**src/rtl/op_issue_encoder.sv**
```systemverilog
// op_issue_encoder: collects one-hot opcode requests into a pending vector and
// issues them one at a time as a 3-bit opcode with an enable strobe (E) under a
// valid/ready handshake. Multi-cycle opcodes hold the issuer in WAIT until
// exec_done, or until a timeout guard fires.
//
// Ports:
//   clk          system clock, rising edge
//   rst          synchronous active-high reset
//   req[7:0]     request pulses, bit i requests opcode i
//   opcode[2:0]  encoded opcode (registered)
//   E            decoder enable / valid, high only while issuing
//   ready        downstream accepts when E & ready
//   exec_done    one-cycle pulse ending a multi-cycle op
//   pending[7:0] pending-request vector
//   busy         high while issuing or waiting
//   drop         sticky: request hit an already-pending bit not being cleared
//   timeout_err  sticky: WAIT ran out of cycles
module op_issue_encoder #(
    parameter bit          RR_EN      = 1'b1,
    parameter logic [7:0]  MULTI_MASK = 8'b0000_1100,
    parameter int unsigned TIMEOUT    = 64
) (
    input  logic       clk,
    input  logic       rst,
    input  logic [7:0] req,
    output logic [2:0] opcode,
    output logic       E,
    input  logic       ready,
    input  logic       exec_done,
    output logic [7:0] pending,
    output logic       busy,
    output logic       drop,
    output logic       timeout_err
);

    localparam int unsigned N_OP  = 8;
    localparam int unsigned OP_W  = 3;
    localparam int unsigned CNT_W = $clog2(TIMEOUT + 1);

    typedef enum logic [1:0] {
        ST_IDLE  = 2'd0,
        ST_ISSUE = 2'd1,
        ST_WAIT  = 2'd2
    } state_t;

    state_t              state_q,   state_d;
    logic [OP_W-1:0]     opcode_q,  opcode_d;
    logic                e_q,       e_d;
    logic [N_OP-1:0]     pending_q, pending_d;
    logic                busy_q,    busy_d;
    logic                drop_q,    drop_d;
    logic                tmo_q,     tmo_d;
    logic [OP_W-1:0]     rr_ptr_q,  rr_ptr_d;
    logic [CNT_W-1:0]    cnt_q,     cnt_d;

    logic                accept;
    logic [N_OP-1:0]     clr;
    logic                sel_found;
    logic [OP_W-1:0]     sel_idx;
    logic [OP_W-1:0]     cand;

    // Arbitration: scan upward from the pointer (round-robin) or from 0 (fixed).
    always_comb begin
        sel_found = 1'b0;
        sel_idx   = '0;
        cand      = '0;
        for (int unsigned i = 0; i < N_OP; i++) begin
            cand = RR_EN ? (rr_ptr_q + OP_W'(i)) : OP_W'(i);
            if (!sel_found && pending_q[cand]) begin
                sel_found = 1'b1;
                sel_idx   = cand;
            end
        end
    end

    // Accept clears the issued bit; a same-cycle request on that bit re-sets it.
    always_comb begin
        accept = e_q & ready;
        clr    = '0;
        if (accept) begin
            clr[opcode_q] = 1'b1;
        end
    end

    // Next-state and registered-output logic.
    always_comb begin
        state_d   = state_q;
        opcode_d  = opcode_q;
        rr_ptr_d  = rr_ptr_q;
        cnt_d     = cnt_q;
        tmo_d     = tmo_q;
        pending_d = (pending_q & ~clr) | req;
        drop_d    = drop_q | (|(req & pending_q & ~clr));

        case (state_q)
            ST_IDLE: begin
                if (sel_found) begin
                    opcode_d = sel_idx;
                    state_d  = ST_ISSUE;
                end
            end
            ST_ISSUE: begin
                if (ready) begin
                    if (RR_EN) begin
                        rr_ptr_d = opcode_q + OP_W'(1);
                    end
                    cnt_d   = '0;
                    state_d = MULTI_MASK[opcode_q] ? ST_WAIT : ST_IDLE;
                end
            end
            ST_WAIT: begin
                if (exec_done) begin
                    cnt_d   = '0;
                    state_d = ST_IDLE;
                end else if (cnt_q == CNT_W'(TIMEOUT - 1)) begin
                    // This cycle's increment would reach TIMEOUT: abort.
                    cnt_d   = '0;
                    tmo_d   = 1'b1;
                    state_d = ST_IDLE;
                end else begin
                    cnt_d = cnt_q + CNT_W'(1);
                end
            end
            default: begin
                state_d = ST_IDLE;
            end
        endcase

        e_d    = (state_d == ST_ISSUE);
        busy_d = (state_d != ST_IDLE);
    end

    // State and output registers.
    always_ff @(posedge clk) begin
        if (rst) begin
            state_q   <= ST_IDLE;
            opcode_q  <= '0;
            e_q       <= 1'b0;
            pending_q <= '0;
            busy_q    <= 1'b0;
            drop_q    <= 1'b0;
            tmo_q     <= 1'b0;
            rr_ptr_q  <= '0;
            cnt_q     <= '0;
        end else begin
            state_q   <= state_d;
            opcode_q  <= opcode_d;
            e_q       <= e_d;
            pending_q <= pending_d;
            busy_q    <= busy_d;
            drop_q    <= drop_d;
            tmo_q     <= tmo_d;
            rr_ptr_q  <= rr_ptr_d;
            cnt_q     <= cnt_d;
        end
    end

    assign opcode      = opcode_q;
    assign E           = e_q;
    assign pending     = pending_q;
    assign busy        = busy_q;
    assign drop        = drop_q;
    assign timeout_err = tmo_q;

endmodule

```
**config.mk**
```make
export PLATFORM = sky130hd
export DESIGN_NAME = op_issue_encoder
export DESIGN_NICKNAME = d
export VERILOG_FILES = /design/src/rtl/op_issue_encoder.sv
export SDC_FILE = /design/constraint.sdc
export NUM_CORES = 1
export LEC_CHECK = 0
export ABC_CLOCK_PERIOD_IN_PS = 6700
export CAP_MARGIN = 0
export CORE_MARGIN = 2
export CORE_UTILIZATION = 55
export CTS_CLUSTER_SIZE = 28
export DETAILED_ROUTE_END_ITERATION = 10
export PLACE_DENSITY = 0.85
export RECOVER_POWER = 50
export SYNTH_ARGS = -nofsm -noshare
export SYNTH_HDL_FRONTEND = slang
export SYNTH_SLANG_ARGS = --single-unit
```
**constraint.sdc**
```tcl
create_clock -name clk -period 6.7 [get_ports clk]
set_clock_uncertainty 0.15 [all_clocks]
set_input_delay 1.34 -clock clk [delete_from_list [all_inputs] [get_ports clk]]
set_output_delay 1.34 -clock clk [all_outputs]
set_load 0.005 [all_outputs]
```
Word level (Yosys, flattened, before mapping)
Memory sizes are Yosys's and may differ from the RTL's. A register that Yosys moved wholly into a read port is not among the register bits.
Cells that the tools add are included.
{"block": "totals", "regBits": 27, "latchBits": 0, "ram_bits": 0, "mem_bits_ro": 8, "in_bits": 12, "out_inout_bits": 15, "memories": 1}
{"block": "op_classes", "add_sub_neg": 9, "mul": 0, "div": 0, "magnitude_cmp": 10, "eq_ne": 5, "shift": 0, "n_mux": 48, "bitwise_logic": 8, "reduce_logical": 23}
{"name": "(no name shown)", "depth": 8, "word_bits": 1, "read_ports": 1, "rd_ports_with_merged_regs": 1, "wr": 0, "line_no": "108", "text": "state_d = MULTI_MASK[opcode_q] ? ST_WAIT : ST_IDLE;"}
{"op": "less-than comparator 3 x 4 -> 1 bit (second input constant)", "n": 9}
{"op": "two-way mux 3 bit", "n": 10}
{"op": "AND 8 bit", "n": 3}
{"op": "binary-select mux 1 bit (select 3 bit)", "n": 8}
{"op": "two-way mux 7 bit", "n": 3}
{"op": "two-way mux 1 bit", "n": 18}
{"op": "one-hot mux 7 bit (2 select lines)", "n": 1}
{"op": "adder 3 bit (second input constant)", "n": 4}
{"op": "two-way mux 2 bit", "n": 5}
{"op": "logical AND 1 bit", "n": 8}
{"op": "two-way mux 8 bit", "n": 1}
{"op": "inverter 8 bit", "n": 1}
{"op": "bitwise OR 8 bit", "n": 1}
{"op": "OR reduction 8 bit", "n": 1}
{"op": "adder 7 x 1 -> 7 bit (second input constant)", "n": 1}
{"op": "equality test 7 x 6 -> 1 bit (second input constant)", "n": 1}
{"op": "zero test 1 bit", "n": 7}
{"op": "adder 3 x 1 -> 3 bit (second input constant)", "n": 2}
{"op": "adder 3 x 2 -> 3 bit (second input constant)", "n": 2}
{"op": "one-hot mux 2 bit (3 select lines)", "n": 1}
{"op": "AND reduction 2 bit", "n": 3}
{"op": "equality test 2 x 1 -> 1 bit (second input constant)", "n": 2}
{"op": "nonzero test 2 bit", "n": 2}
{"op": "demux 1 bit (select 3 bit)", "n": 1}
{"op": "other kinds (8)", "n": 8}

Longest topological paths before layout
Gate-level depths: netlist (run 1).
{"block": "depth", "word_depth": 27, "ltp_mapped": 11}

Worst setup path before layout (run 1)
OpenSTA, ideal clock, no wires.
{"block": "synth_timing", "path_kind": "reg-to-reg", "start": "register rr_ptr_q[0]", "end": "register with a tool-made name", "arrival_time_ps": 2625, "t_required_ps": 6415, "slack_ps": 3789, "path_stages_with_launch": 12, "synth_period_minus_slack_ps": 2911, "cell_sequence": "dfxtp_1 -> buf_6 -> inv_2 -> ha_1 -> buf_6 -> mux2i_1 -> mux4_2 -> a22o_4 -> a21boi_4 -> a221o_1 -> o211ai_2 -> a221oi_2"}
{"element": "start, declared", "line_no": "53", "text": "logic [OP_W-1:0] rr_ptr_q, rr_ptr_d;"}
{"element": "start signal, assigned", "line_no": "153", "text": "rr_ptr_q <= rr_ptr_d;"}

==> results of run 1 <==
[stage by stage]
stage	cell area (sq um)	worst slack [ns]	hold WS, ns
after global routing	2450	2.62	0.352
final	2450	2.81	0.333
after floorplan	2190	3.79	0.284
after detailed placement	2380	2.86	0.311
after global placement	2380	2.98	0.297
after CTS	2450	2.85	0.333
[area by class of cell]
class | count | area [sq um] | area share
multi-input combinational | 184 | 1450 | 0.592
clock inverter | 1 | 30.0 | 0.0122
tap | 48 | 60.1 | 0.0245
clock buffer | 3 | 41.3 | 0.0168
sequential | 28 | 561 | 0.228
inverter | 13 | 48.8 | 0.0199
timing repair buffer | 26 | 260 | 0.106
[worst register-to-register path: cells and delay by family, from the launching register on]
kind / cells / cell delay, ns
AOI/OAI and AO/OA: 5 / 1.07
adders and majority gates: 1 / 0.64
muxes: 2 / 0.77
buffers and inverters: 1 / 0.31
DFF: 1 / 0.80
[registers in the layout, indices dropped and copies added, names as in the netlist, named ones only]
register     flops
state_q          2
cnt_q            7
drop             1
rr_ptr_q         3
pending          8
opcode           3
E                1
busy             1
timeout_err      1
[worst max-delay path by stage]
stage / slack [ns] / end / startpoint / cells past startpoint
after global placement: 2.98 / flop / rr_ptr_q[0] / 9
after CTS: 2.85 / opcode[1] / rr_ptr_q[0] / 9
after global routing: 2.62 / opcode[1] / rr_ptr_q[0] / 9
after floorplan: 3.79 / flop / rr_ptr_q[0] / 11
after detailed placement: 2.86 / flop / rr_ptr_q[0] / 9
final: 2.81 / flop / rr_ptr_q[1] / 9
[layer usage]
layer / share of wire / routed length (microns)
met5: 0 / 0
met2: 0.48 / 2400
met4: 0.023 / 114
met1: 0.44 / 2210
met3: 0.052 / 258
[cells in the final DEF, fill, tap and decap left out, drive strengths merged, types with 7 or more instances in the layout]
cell           netlist  routed
mux4                10      10
a21oi               23      23
clkdlybuf4s50        0      19
nor2                20      20
dlygate4sd3          0       7
dfxtp               28      28
inv                 13      13
o21ai               11      11
nand2               23      23
mux2i               10      10
nand3                7       7
[power by group through the flow]
| stage | Combinational, W | Clock (W) | Sequential, W |
|---|---|---|---|
| global placement | 0.000245 | 0 | 0.000218 |
| detailed placement | 0.000247 | 0 | 0.000219 |
| global route | 0.000271 | 0.000139 | 0.000220 |
| floorplan | 0.000209 | 0 | 0.000201 |
| CTS | 0.000249 | 0.000133 | 0.000215 |
| finish | 0.000251 | 0.000132 | 0.000215 |
[logic make-up (layout without fill, tap and decap cells)]
family | count (synthesis) | in the layout
AOI/OAI and AO/OA | 69 | 69
xor gates and xnor gates | 6 | 6
adders and majority gates | 4 | 4
buffers and inverters | 25 | 43
DFF | 28 | 28
muxes | 25 | 25
and+or+nand+nor | 80 | 80
==> impl_metrics.tcl, run 1 <==
set metrics [dict create \
    hold_buffers 0 \
    row_count 22 \
    synth_top_family_by_area "compound AO/OA/AOI/OAI gates" \
    outcome "completed" \
    die_area_sq_um 4500 \
    worstSetupStartpointType "flop" \
    synth-simple-area-share 0.190 \
    p_leak_nw 0.936 \
    clk_path_buf_depth 2 \
    numClockSinks 28 \
    max_freq_mhz 257 \
    initial_core_util 0.584 \
    yosysTopAreaCellShare 0.256 \
    synthMuxAreaShare 0.185 \
    yosysMostFrequentCell "dfxtp_1" \
    worstMarginPinSlew_ns 0.912 \
    async_flop_share 0 \
    ant_nets 0 \
    fin_nets 272 \
    yosysUniqueCellTypes 71 \
    cp_slowest_cell "dfxtp_1" \
    combPwrFrac 0.419 \
    track_usage 0.237 \
    crit_fanout 18 \
    vias_per_cell 6.32 \
    max-slew-margin-rel 0.390 \
    syn_avg_cell_area_sq_um 9.23 \
    synth_compound_area_frac 0.239 \
    grt_pass1_vias 1738 \
    grtUsageMet1 0.334 \
    wire_per_inst_microns 16.4 \
    clk_latency_ns 0.28 \
    ios 27 \
    htreeDepth 1 \
    arrival_ns 3.86 \
    synthAdderAreaFrac 0.0229 \
    finalPower_w 0.000598 \
    cp_cell_sequence "inv_1, ha_1, mux2i_1, mux4_2, a22o_4, a21boi_4, a221o_1, o211ai_2, a221oi_2" \
    fin_util 0.656 \
    grt_start_max_net_pins 26 \
    area_growth_pct 12.2 \
    hpwl_microns 3650 \
    rsz0062_at_grt "no" \
    synth_xor_area_frac 0.0275 \
    worstHoldStart "cnt_q[6]" \
    postCtsSetupRepairBufs 0 \
    min_period_ns 3.89 \
    ys.flop_type "dfxtp_1" \
    power.density_nw_per_um2 244 \
    grtUsageMet3 0.0220 \
    netlist_instances 237 \
    top_usage_layer "met2" \
    whs_endpoint "cnt_q[6]" \
    ys_seq_elements 28 \
    gr-usage-met2 0.377 \
    fin_setup_tns_ns 0 \
    yosysTopAreaCell "dfxtp_1" \
    port_buffers 26 \
    worstHoldPathType "reg -> reg" \
    grt_overflow 0 \
    seq_power_share 0.360 \
    min_path_cells 2 \
    finalMaxSlewViolations 0 \
    dr.pass1.iters 6 \
    place_congestion 0.969 \
    nFillCells 307 \
    clk_pin_slew_ns 0.09 \
    syn_area_sq_um 2190 \
    layout-drive-gt1-share 0.149 \
    setup_viol 0 \
    r2r_cells 9 \
    synth-edff-count 0 \
    path_buf_inv 1 \
    die-width_microns 67.1 \
    grt_first_pass_wirelength_microns 8180 \
    drt_iter0_markers 134 \
    synthTopCellsByArea "dfxtp_1, mux4_2, a21oi_1, mux2i_1, nand2_1" \
    drc 0 \
    r2r_start "rr_ptr_q[1]" \
    max_cap_viol_count 0 \
    place_inst 299 \
    ys_seq_area_frac 0.256 \
    cts_tree "yes" \
    ir_worst_vdd_mv 0.189 \
    p_clk_frac 0.220 \
    switching_share 0.351 \
    cts-buffers-inserted 3 \
    hold_viol_final 0 \
    core_area_sq_um 3740 \
    p_sw_w 0.000210 \
    cp-end-kind "flop" \
    path_class "reg -> reg" \
    max_stage_delay_ns 0.80 \
    diodes 0 \
    finalCritPeriodShare 0.580 \
    syn_nets 253 \
    ff2ff_setup_slack_ns 2.81 \
    internal_power_w 0.000388 \
    wirelength_microns 4980 \
    antenna_found_initial 0 \
    critPathRequiredTime_ns 6.67 \
    num_vias 1914 \
    cts_root_buffer "clkbuf_8" \
    yosys-top-cells-count "dfxtp_1, a21oi_1, nand2_1, nor2_1, inv_1" \
    fin_cells 303 \
    critPathTopFamily "compound AO/OA/AOI/OAI gates" \
    cts.repair.resized 0 \
    synth_warnings 0 \
    die-height_microns 67.1 \
]
Power figures use the tool's default switching activity.
==> run 2: changes to the inputs <==
- ABC_CLOCK_PERIOD_IN_PS: 6700 -> 4030
- clock period: 6.7 -> 4.03 ns (I/O delays scaled with it)
==> run 2 against run 1 <==
Final cell count is 0.66% higher. Sequential cell count did not move. Via count decreased by 0.16%. Setup slack got worse by 1.9 ns. Register-to-register slack lost 1.9 ns. Core utilization grew 0.40 points. Fmax rose by 24%. Wire length down 0.36%. Clock-buffer cell count is the same. Largest power group unchanged. Highest routed layer unchanged.
==> impl_metrics.tcl, run 2 (same netlist as run 1, synthesis figures left out) <==
set metrics [dict create \
    outcome "completed" \
    port_buffers 26 \
    final_common_cell "dfxtp_1" \
    grt_start_max_net_pins 26 \
    max_freq_mhz 318 \
    diodes 0 \
    worstMarginPinSlew_ns 0.898 \
    hold_viol_final 0 \
    vias_per_cell 6.27 \
    num_vias 1911 \
    dr.pass1.iters 4 \
    antenna_found_initial 0 \
    hold_buffers 0 \
    core_area_sq_um 3740 \
    place_ws_ns 0.922 \
    power.density_nw_per_um2 406 \
    multi_input_area_sq_um 1450 \
    worstSetupStartpointType "flop" \
    p_leak_nw 0.946 \
    critPathRequiredTime_ns 4.01 \
    place_congestion 0.991 \
    clk_path_buf_depth 2 \
    nFillCells 308 \
    wire_per_inst_microns 16.3 \
    wirelength_microns 4970 \
    die-width_microns 67.1 \
    path_class "reg -> reg" \
    cp-end-kind "flop" \
    numClockSinks 28 \
    max_cap_viol_count 0 \
    postCtsSetupRepairBufs 0 \
    hold_ws_ns 0.322 \
    drt_iter0_markers 201 \
    max_stage_delay_ns 0.57 \
    cts_tree "yes" \
    grt_pass1_vias 1851 \
    grt_first_pass_wirelength_microns 8620 \
    register_area_sq_um 561 \
    ir_worst_vdd_mv 0.299 \
    finalMaxSlewViolations 0 \
    fin_util 0.660 \
    cp_slowest_cell "ha_1" \
    worstHoldPathType "reg -> reg" \
    layout-drive-gt1-share 0.156 \
    crit_fanout 10 \
    ant_nets 0 \
    rsz0062_at_grt "no" \
    hpwl_microns 3630 \
    fin_nets 274 \
    drc 0 \
    finalPower_w 0.00100 \
    row_count 22 \
    largest_register_ffs 8 \
    clk_pin_slew_ns 0.10 \
    max-slew-margin-rel 0.399 \
    die_area_sq_um 4500 \
    die-height_microns 67.1 \
    cts_root_buffer "clkbuf_8" \
    layout_setup_ws_ns 0.890 \
    fin_setup_tns_ns 0 \
    grt_overflow 0 \
    ios 27 \
    ff2ff_setup_slack_ns 0.89 \
    arrival_ns 3.12 \
    finalCritPeriodShare 0.779 \
    area_growth_pct 12.9 \
    initial_core_util 0.584 \
    htreeDepth 1 \
    setup_viol 0 \
    cp_cell_sequence "inv_2, ha_1, mux2i_1, mux4_2, a22o_4, a21boi_4, a221o_1, o211ai_2, a221oi_2" \
    min_period_ns 3.14 \
    cts.repair.resized 0 \
    clk_latency_ns 0.28 \
    mostFrequentLayoutCells "dfxtp_1, a21oi_1, nand2_1" \
    track_usage 0.248 \
    cts-buffers-inserted 3 \
]
[run 2: cell count changes in the layout (fill, tap and decap cells not counted), sizes merged]
cell	before	now
buf	0	2
[run 2: worst max-delay path, delay by kind of cell, from the launching register on]
| kind | cells | cell delay, ns |
|---|---|---|
| AOI/OAI and AO/OA | 5 | 1.04 |
| adders and majority gates | 1 | 0.57 |
| DFF | 1 | 0.36 |
| muxes | 2 | 0.75 |
| buffers and inverters | 1 | 0.11 |
[run 2: metal layers]
metal  GRT usage  up-vias  wire (microns)
li1            -      921               -
met4      0.0918        0             102
met1       0.341      902            2240
met2       0.400       79            2350
met5           0        -               0
met3      0.0270        9             273
[run 2: area by class of cell]
class,count,area share
Clock buffer,3,0.0167
Clock inverter,1,0.0122
Inverter,13,0.0198
Multi-Input combinational cell,184,0.589
Sequential cell,28,0.227
Tap cell,48,0.0243
Timing Repair Buffer,28,0.111
[run 2: power breakdown]
group	internal, W	leakage, nW	switching, W
clock network	0.000133	0.0357	0.0000907
registers	0.000303	0.231	0.0000432
logic	0.000212	0.680	0.000222
[run 2: worst paths after layout]
check                    from       end  cells after the start
setup / recovery  rr_ptr_q[0]      flop                      9
hold reg to reg      cnt_q[6]  cnt_q[6]                      2
hold / removal       cnt_q[6]  cnt_q[6]                      2
setup reg to reg  rr_ptr_q[0]      flop                      9
[run 2: per-stage QoR]
stage	instances	cell area [sq um]
3_3_place_gp	301	2400
6_report	305	2470
4_1_cts	305	2470
5_1_grt	305	2470
3_5_place_dp	301	2400
2_1_floorplan	237	2190
==> run 3: changes to the inputs <==
- ABC_CLOCK_PERIOD_IN_PS: 4030 -> 3000
- clock period: 4.03 -> 3 ns (I/O delays scaled with it)
==> run 3 against run 2 <==
Fmax up 11%. Clock power up 30%. Core utilization up 1.3 points. Die area unchanged. Final cell count up 2.0%. Highest routed layer unchanged. Largest cell class unchanged. Global-route usage down 0.21 points. Critical path depth unchanged. Largest power group unchanged.
==> impl_metrics.tcl, run 3 (same netlist as run 1, synthesis figures left out) <==
set metrics [dict create \
    outcome "completed" \
    p_clk_frac 0.215 \
    place_congestion 0.947 \
    worstHoldPathType "reg -> reg" \
    numClockSinks 28 \
    max-slew-margin-rel 0.711 \
    hold_viol_final 0 \
    port_buffers 26 \
    wire_per_inst_microns 16.3 \
    cts_root_buffer "clkbuf_8" \
    row_count 22 \
    initial_core_util 0.584 \
    power.density_nw_per_um2 538 \
    p_leak_nw 0.970 \
    worstMarginPinSlew_ns 0.431 \
    switching_share 0.348 \
    worstSetupStartpointType "flop" \
    ir_worst_vdd_mv 0.375 \
    fin_setup_tns_ns 0 \
    clk_path_buf_depth 2 \
    layout-drive-gt1-share 0.183 \
    drc 0 \
    grt_first_pass_wirelength_microns 8500 \
    cts_tree "yes" \
    die-height_microns 67.1 \
    die-width_microns 67.1 \
    num_vias 1938 \
    drt_iter0_markers 207 \
    largest_register_ffs 8 \
    track_usage 0.246 \
    min_period_ns 2.84 \
    ant_nets 0 \
    rsz0062_at_grt "no" \
    wirelength_microns 5060 \
    area_growth_pct 15.2 \
    arrival_ns 2.91 \
    grt_start_max_net_pins 18 \
    place_ws_ns 0.159 \
    setup_viol 0 \
    place_area_sq_um 2440 \
    critPathRequiredTime_ns 3.08 \
    ios 27 \
    clk_pin_slew_ns 0.09 \
    mostFrequentLayoutCells "dfxtp_1, a21oi_1, nand2_1, clkdlybuf4s50_1, nor2_1" \
    antenna_found_initial 0 \
    critPathLaunch "rr_ptr_q[1]" \
    fin_area_sq_um 2520 \
    htreeDepth 1 \
    grt_overflow 0 \
    finalCritPeriodShare 0.946 \
    core_area_sq_um 3740 \
    max_freq_mhz 352 \
    path_class "reg -> reg" \
    die_area_sq_um 4500 \
    r2r_start "rr_ptr_q[1]" \
    grt_pass1_vias 1881 \
    diodes 0 \
    layout_setup_ws_ns 0.163 \
    hpwl_microns 3810 \
    combPwrFrac 0.444 \
    cts-buffers-inserted 3 \
    finalMaxSlewViolations 0 \
    vias_per_cell 6.23 \
    fin_nets 280 \
    postCtsSetupRepairBufs 0 \
    clk_latency_ns 0.28 \
    seq_power_share 0.341 \
    max_cap_viol_count 0 \
    crit_fanout 6 \
    cp-end-kind "flop" \
    p_sw_w 0.000472 \
    internal_power_w 0.000885 \
    final_common_cell "dfxtp_1" \
    dr.pass1.iters 4 \
]
==> run 3: final cells by class <==
cell class                 instances  area [sq um]
multi-input combinational        184          1460
fill                             309          1220
sequential                        28           561
timing repair buffer              34           320
tap                               48          60.1
inverter                          13          48.8
clock buffer                       3          41.3
clock inverter                     1          30.0
==> run 3: what timing repair did <==
action / CTS / global route
hold buffers: 0 / 0
gates resized for setup: 0 / 2
endpoints found under the setup margin: 0 / 2
==> run 3: metrics by stage <==
step                       util  total power (W)  hold WS [ns]  std cells
after floorplan               -         0.000917         0.284        237
after global placement    0.653          0.00105         0.298        307
after detailed placement  0.653          0.00106         0.318        307
after CTS                 0.672          0.00135         0.331        311
after global routing      0.673          0.00143         0.367        311
final                     0.673          0.00136         0.328        311
==> run 3: final timing paths <==
check	to	slack, ns	depth (start not counted)
worst max-delay path	opcode[2]	0.16	9
worst min-delay path	state_q[1]	0.33	2
worst max register to register	opcode[2]	0.16	9
worst min register to register	state_q[1]	0.33	2
==> run 3: routing by layer <==
metal  vias up  wire length [microns]  global-route usage
met5         -                      0                   0
met4         0                    114               0.112
met3        11                    193              0.0270
met2        59                   2470               0.408
met1       932                   2290               0.319
li1        936                      -                   -
==> run 3: worst max-delay path, stage by stage, from the launching register on <==
cell      delay, ns
dfxtp_1        0.35
inv_1          0.07
ha_2           0.40
mux2i_1        0.16
mux4_2         0.59
a222oi_1       0.36
o22ai_1        0.15
o211a_1        0.17
o221ai_2       0.23
and3b_1        0.18
==> run 3: power by group through the flow <==
stage	Combinational, W	Sequential (W)	Clock (W)
2_1_floorplan	0.000467	0.000450	0
3_3_place_gp	0.000586	0.000468	0
3_5_place_dp	0.000593	0.000468	0
4_1_cts	0.000599	0.000461	0.000294
5_1_grt	0.000656	0.000469	0.000309
6_report	0.000603	0.000462	0.000291
